--- src/rtl/divider_pkg.sv ---
// Shared divider definitions: FSM states, iteration count, ALU op codes
// and an operand magnitude helper used when a divide is accepted.
package divider_pkg;

  localparam int DIV_CYCLES = 32;

  typedef enum logic [1:0] {
    DIV_IDLE   = 2'd0,
    DIV_BYZERO = 2'd1,
    DIV_ON     = 2'd2,
    DIV_END    = 2'd3
  } div_state_e;

  localparam logic [7:0] EXE_DIV_OP  = 8'b0001_1010;
  localparam logic [7:0] EXE_DIVU_OP = 8'b0001_1011;

  // Two's-complement magnitude in signed mode, raw value otherwise.
  function automatic logic [31:0] abs32(input logic sgn,
                                        input logic [31:0] v);
    return (sgn && v[31]) ? (~v + 32'd1) : v;
  endfunction

endpackage

--- src/rtl/div_step.sv ---
// One restoring-division step: 33-bit conditional subtract.
// rem_i: shifted partial remainder, divisor_i: divisor magnitude,
// rem_o: next partial remainder, q_o: quotient bit produced.
module div_step (
  input  logic [32:0] rem_i,
  input  logic [31:0] divisor_i,
  output logic [31:0] rem_o,
  output logic        q_o
);

  logic [32:0] diff;

  assign diff  = rem_i - {1'b0, divisor_i};
  assign q_o   = ~diff[32];
  assign rem_o = q_o ? diff[31:0] : rem_i[31:0];

endmodule

--- src/rtl/divider.sv ---
// Iterative 32-bit signed/unsigned divider, one quotient bit per cycle.
// Ports: clk, rst (async high), signed_div_i, opdata1_i, opdata2_i,
// start_i, annul_i, result_o {rem,quo}, ready_o pulse, busy_o.
module divider
  import divider_pkg::*;
(
  input  logic        clk,
  input  logic        rst,
  input  logic        signed_div_i,
  input  logic [31:0] opdata1_i,
  input  logic [31:0] opdata2_i,
  input  logic        start_i,
  input  logic        annul_i,
  output logic [63:0] result_o,
  output logic        ready_o,
  output logic        busy_o
);

  div_state_e  state_q, state_d;
  logic [4:0]  cnt_q, cnt_d;
  // acc[64:32] shifted remainder, acc[31:0] dividend bits / quotient
  logic [64:0] acc_q, acc_d;
  logic [31:0] dvs_q, dvs_d;
  logic        s1_q, s1_d;
  logic        s2_q, s2_d;
  logic        sg_q, sg_d;
  logic [63:0] res_q, res_d;

  logic [31:0] step_rem;
  logic        step_q;

  div_step u_step (
    .rem_i     (acc_q[64:32]),
    .divisor_i (dvs_q),
    .rem_o     (step_rem),
    .q_o       (step_q)
  );

  always_comb begin
    logic [31:0] quo;
    logic [31:0] rem;
    state_d = state_q;
    cnt_d   = cnt_q;
    acc_d   = acc_q;
    dvs_d   = dvs_q;
    s1_d    = s1_q;
    s2_d    = s2_q;
    sg_d    = sg_q;
    res_d   = res_q;
    quo     = '0;
    rem     = '0;
    unique case (state_q)
      DIV_IDLE: begin
        if (start_i && !annul_i) begin
          s1_d  = opdata1_i[31];
          s2_d  = opdata2_i[31];
          sg_d  = signed_div_i;
          dvs_d = abs32(signed_div_i, opdata2_i);
          acc_d = {32'd0, abs32(signed_div_i, opdata1_i), 1'b0};
          cnt_d = '0;
          state_d = (opdata2_i == 32'd0) ? DIV_BYZERO : DIV_ON;
        end
      end
      DIV_BYZERO: begin
        if (annul_i) begin
          state_d = DIV_IDLE;
        end else begin
          state_d = DIV_END;
          res_d   = 64'd0;
        end
      end
      DIV_ON: begin
        if (annul_i) begin
          state_d = DIV_IDLE;
          cnt_d   = '0;
        end else begin
          acc_d = {step_rem, acc_q[31:0], step_q};
          cnt_d = cnt_q + 5'd1;
          if (cnt_q == 5'(DIV_CYCLES - 1)) begin
            state_d = DIV_END;
            quo = acc_d[31:0];
            rem = acc_d[64:33];
            if (sg_q && (s1_q ^ s2_q)) quo = 32'd0 - quo;
            if (sg_q && s1_q)          rem = 32'd0 - rem;
            res_d = {rem, quo};
          end
        end
      end
      DIV_END: begin
        state_d = DIV_IDLE;
      end
      default: state_d = DIV_IDLE;
    endcase
  end

  always_ff @(posedge clk or posedge rst) begin
    if (rst) begin
      state_q <= DIV_IDLE;
      cnt_q   <= '0;
      acc_q   <= '0;
      dvs_q   <= '0;
      s1_q    <= 1'b0;
      s2_q    <= 1'b0;
      sg_q    <= 1'b0;
      res_q   <= '0;
    end else begin
      state_q <= state_d;
      cnt_q   <= cnt_d;
      acc_q   <= acc_d;
      dvs_q   <= dvs_d;
      s1_q    <= s1_d;
      s2_q    <= s2_d;
      sg_q    <= sg_d;
      res_q   <= res_d;
    end
  end

  assign result_o = res_q;
  assign ready_o  = (state_q == DIV_END);
  assign busy_o   = (state_q != DIV_IDLE);

endmodule

--- config.mk ---
export PLATFORM = sky130hd
export DESIGN_NAME = divider
export DESIGN_NICKNAME = d
export VERILOG_FILES = /design/src/rtl/divider_pkg.sv /design/src/rtl/div_step.sv /design/src/rtl/divider.sv
export SDC_FILE = /design/constraint.sdc
export NUM_CORES = 1
export LEC_CHECK = 0
export CORE_AREA = 2 2 150 152
export DETAILED_ROUTE_END_ITERATION = 8
export DIE_AREA = 0 0 152 154
export PLACE_DENSITY_LB_ADDON = 0.25
export SKIP_CTS_REPAIR_TIMING = 1
export SLEW_MARGIN = 20
export SYNTH_ARGS = -nofsm -noshare
export SYNTH_HDL_FRONTEND = slang
export SYNTH_SLANG_ARGS = --single-unit
export TNS_END_PERCENT = 1
--- constraint.sdc ---
create_clock -name clk -period 8.95 [get_ports clk]
set_clock_uncertainty 0.05 [all_clocks]
set_input_delay 2.2375 -clock clk [delete_from_list [all_inputs] [get_ports clk]]
set_output_delay 2.2375 -clock clk [all_outputs]
set_load 0.1 [all_outputs]
==> results.json <==
{
  "globalRouteTotalUtil": 0.288,
  "drc": 0,
  "syn2layout_area_growth_pct": 16.2,
  "layout_common_cells": "nand2_1, o21ai_0, dfrtp_1, clkdlybuf4s50_1, nor2_1",
  "ys_seq_area_frac": 0.346,
  "arrival_ns": 5.63,
  "end_kind": "flip-flop",
  "syn_inst": 1547,
  "hp-class": "flip-flop to flip-flop",
  "p_leak_nw": 5.99,
  "cts-htree-levels": 4,
  "nets": 1740,
  "drtAntennaViolNets": 0,
  "synth_top_area_cell": "dfrtp_1",
  "final_common_cell": "nand2_1",
  "drt-pass1-iter-count": 5,
  "clk_latency_ns": 0.43,
  "r2r-end": "result_o[30]$_DFFE_PP0P_",
  "clkSinkCount": 171,
  "max_cap_viol_count": 0,
  "synth_top_flop_cell": "dfrtp_1",
  "numCtsBuffers": 17,
  "seq_area_um2": 4280,
  "finalNonFillerCells": 1920,
  "dpl.cell_count": 1888,
  "grt_overflow": 0,
  "cts.clk_slew.worst_paths_ns": 0.08,
  "status": "completed",
  "whs_endpoint": "result_o[10]$_DFFE_PP0P_",
  "cp.required_ns": 9.20,
  "start_util": 0.570,
  "grt_pass1_wl_um": 55700,
  "syn_area_um2": 12400,
  "vias_per_cell": 6.12,
  "muxShareOfSynthArea": 0.0285,
  "coreArea_um2": 21700,
  "yosys_warnings": 0,
  "pin_count": 135,
  "async_flop_share": 1.00,
  "antenna_found_initial": 0,
  "synthTopCellsByArea": "dfrtp_1, o21ai_0, nand2_1, xor2_1, a21oi_1",
  "drt_iter0_markers": 1020,
  "antenna_cells": 0,
  "synth_simple_gate_area_frac": 0.211,
  "port_buffers": 134,
  "cts_buffer_depth": 2,
  "reg2regPathDepth": 21,
  "layout-drive-gt1-share": 0.0543,
  "worstMarginPinSlew_ns": 1.05,
  "setup.worst_path.start_class": "flip-flop",
  "synth_top_family_by_area": "compound AO/OA/AOI/OAI gates",
  "grt_max_degree": 100,
  "rows": 54,
  "synth_nets": 1660,
  "hold_path.startpoint": "result_o[10]$_DFFE_PP0P_",
  "wl_per_cell_um": 17.8,
  "maxSlewViolCount": 0,
  "cts_tree": "done",
  "synth_cell_types": 90,
  "rsz0062_at_grt": "false",
  "relSlewSlack": 0.298,
  "vias": 11800,
  "cp_max_fo": 32,
  "crit_type": "flip-flop to flip-flop",
  "hold_violations": 0,
  "finalCriticalPeriod_ns": 5.38,
  "ir_drop_mv": 0.503,
  "synth_top_area_frac": 0.346,
  "fmax_ghz": 0.186,
  "r2r_slack_ns": 3.57,
  "nFillCells": 1869,
  "multi_input_area_um2": 7510,
  "wirelength_um": 34200,
  "r2r-start": "acc_q[32]$_DFFE_PP0P_",
  "power_density_nw_per_um2": 379,
  "synth_xor_area_frac": 0.0971,
  "synth_compound_area_frac": 0.225,
  "dpl.hpwl_um": 25300,
  "ys_ff_latch": 171,
  "post-route-period-util": 0.601,
  "tns_ns": 0,
  "clockRootBuffer": "clkbuf_16",
  "die_area_um2": 23400,
  "setup_viol": 0,
  "synth_edf_count": 0,
  "synthAdderAreaFrac": 0.0451,
  "gp_congestion": 0.953,
  "dieHeight_um": 154,
  "hold_depth": 2,
  "avgSynthCellArea_um2": 7.99,
  "die_w_um": 152,
  "grt_pass1_vias": 11100
}
## cells by family (layout without fill, tap and decap cells)
group,Yosys count,count (layout)
adders and majority gates,44,44
AOI/OAI and AO/OA,467,467
xor gates and xnor gates,135,135
and+or+nand+nor,556,556
buffers and inverters,140,233
muxes,34,34
DFF,171,171
## report_power, final
part           internal [mW]  leakage, nW  total (mW)  switching (mW)
sequential             0.969         2.26        1.21           0.237
clock                  0.413        0.296       0.768           0.355
combinational           1.24         3.43        3.47            2.23
## per-layer routing
| layer | global-route usage | wire length [µm] | up-vias |
|---|---|---|---|
| met4 | 0.0890 | 828 | 0 |
| met5 | 0 | 0 | - |
| li1 | - | - | 5639 |
| met1 | 0.400 | 15400 | 5630 |
| met3 | 0.0389 | 2120 | 67 |
| met2 | 0.470 | 15900 | 415 |
## flip-flops by register name (all words and copies together) (netlist names)
signal	count
s2_q	1
cnt_q	5
result_o	64
state_q	2
s1_q	1
acc_q	65
dvs_q	32
sg_q	1
## cells in the mapped netlist, drive strengths merged (9+ instances only)
library cell,number
dfrtp,171
ha,43
o31ai,18
xor2,75
o41ai,9
nand3,22
a21oi,124
nor2,125
o21ai,217
or3,27
nand4,16
nor4,20
xnor2,60
a31oi,14
a21boi,11
nand2b,10
nand2,241
mux2i,27
or4,9
clkbuf,59
nor3,35
buf,21
inv,60
and2,18
## per-stage QoR
stage	hold slack (ns)	setup slack (ns)	area (µm²)	power, mW	util
6_report	0.430	3.57	14400	5.45	0.662
5_1_grt	0.453	3.17	14400	5.85	0.662
4_1_cts	0.437	3.56	14400	5.38	0.662
3_5_place_dp	0.421	3.12	13800	4.60	0.634
3_3_place_gp	0.410	3.20	13800	4.52	0.634
2_1_floorplan	0.395	2.03	12400	3.82	-
## critical path, stage by stage (launching register included)
cell and delay, ns:
dfrtp_1 0.44, inv_1 0.13, ha_1 0.17, inv_1 0.05, fa_1 0.42, a211oi_2 0.30, o211ai_2 0.21, nand4_1 0.17
a21oi_1 0.14, o21a_2 0.32, xor2_4 0.19, inv_1 0.25, buf_4 0.42, ha_1 0.27, and2_1 0.18, nand2_1 0.13
nor2_1 0.37, nand3_1 0.22, nor3_1 0.38, a21oi_1 0.15, xnor2_1 0.17, o21ai_0 0.09
## worst max path at each step
stage / cells after the start / startpoint / endpoint
2_1_floorplan: 1 / rst / acc_q[0]$_DFFE_PP0P_
3_3_place_gp: 12 / opdata1_i[9] / acc_q[30]$_DFFE_PP0P_
3_5_place_dp: 12 / opdata1_i[9] / acc_q[30]$_DFFE_PP0P_
4_1_cts: 12 / opdata1_i[9] / acc_q[30]$_DFFE_PP0P_
5_1_grt: 21 / acc_q[32]$_DFFE_PP0P_ / result_o[30]$_DFFE_PP0P_
6_report: 21 / acc_q[32]$_DFFE_PP0P_ / result_o[30]$_DFFE_PP0P_
## area by class of cell
type	instances	share of cell area
repair buffers	141	0.0970
clock inverters	13	0.0103
flip-flops and latches	171	0.298
well taps	280	0.0244
clock buffers	19	0.0315
multi-input cells	1236	0.523
inverters	60	0.0160
No activity file was read; power rests on OpenSTA's default activity.
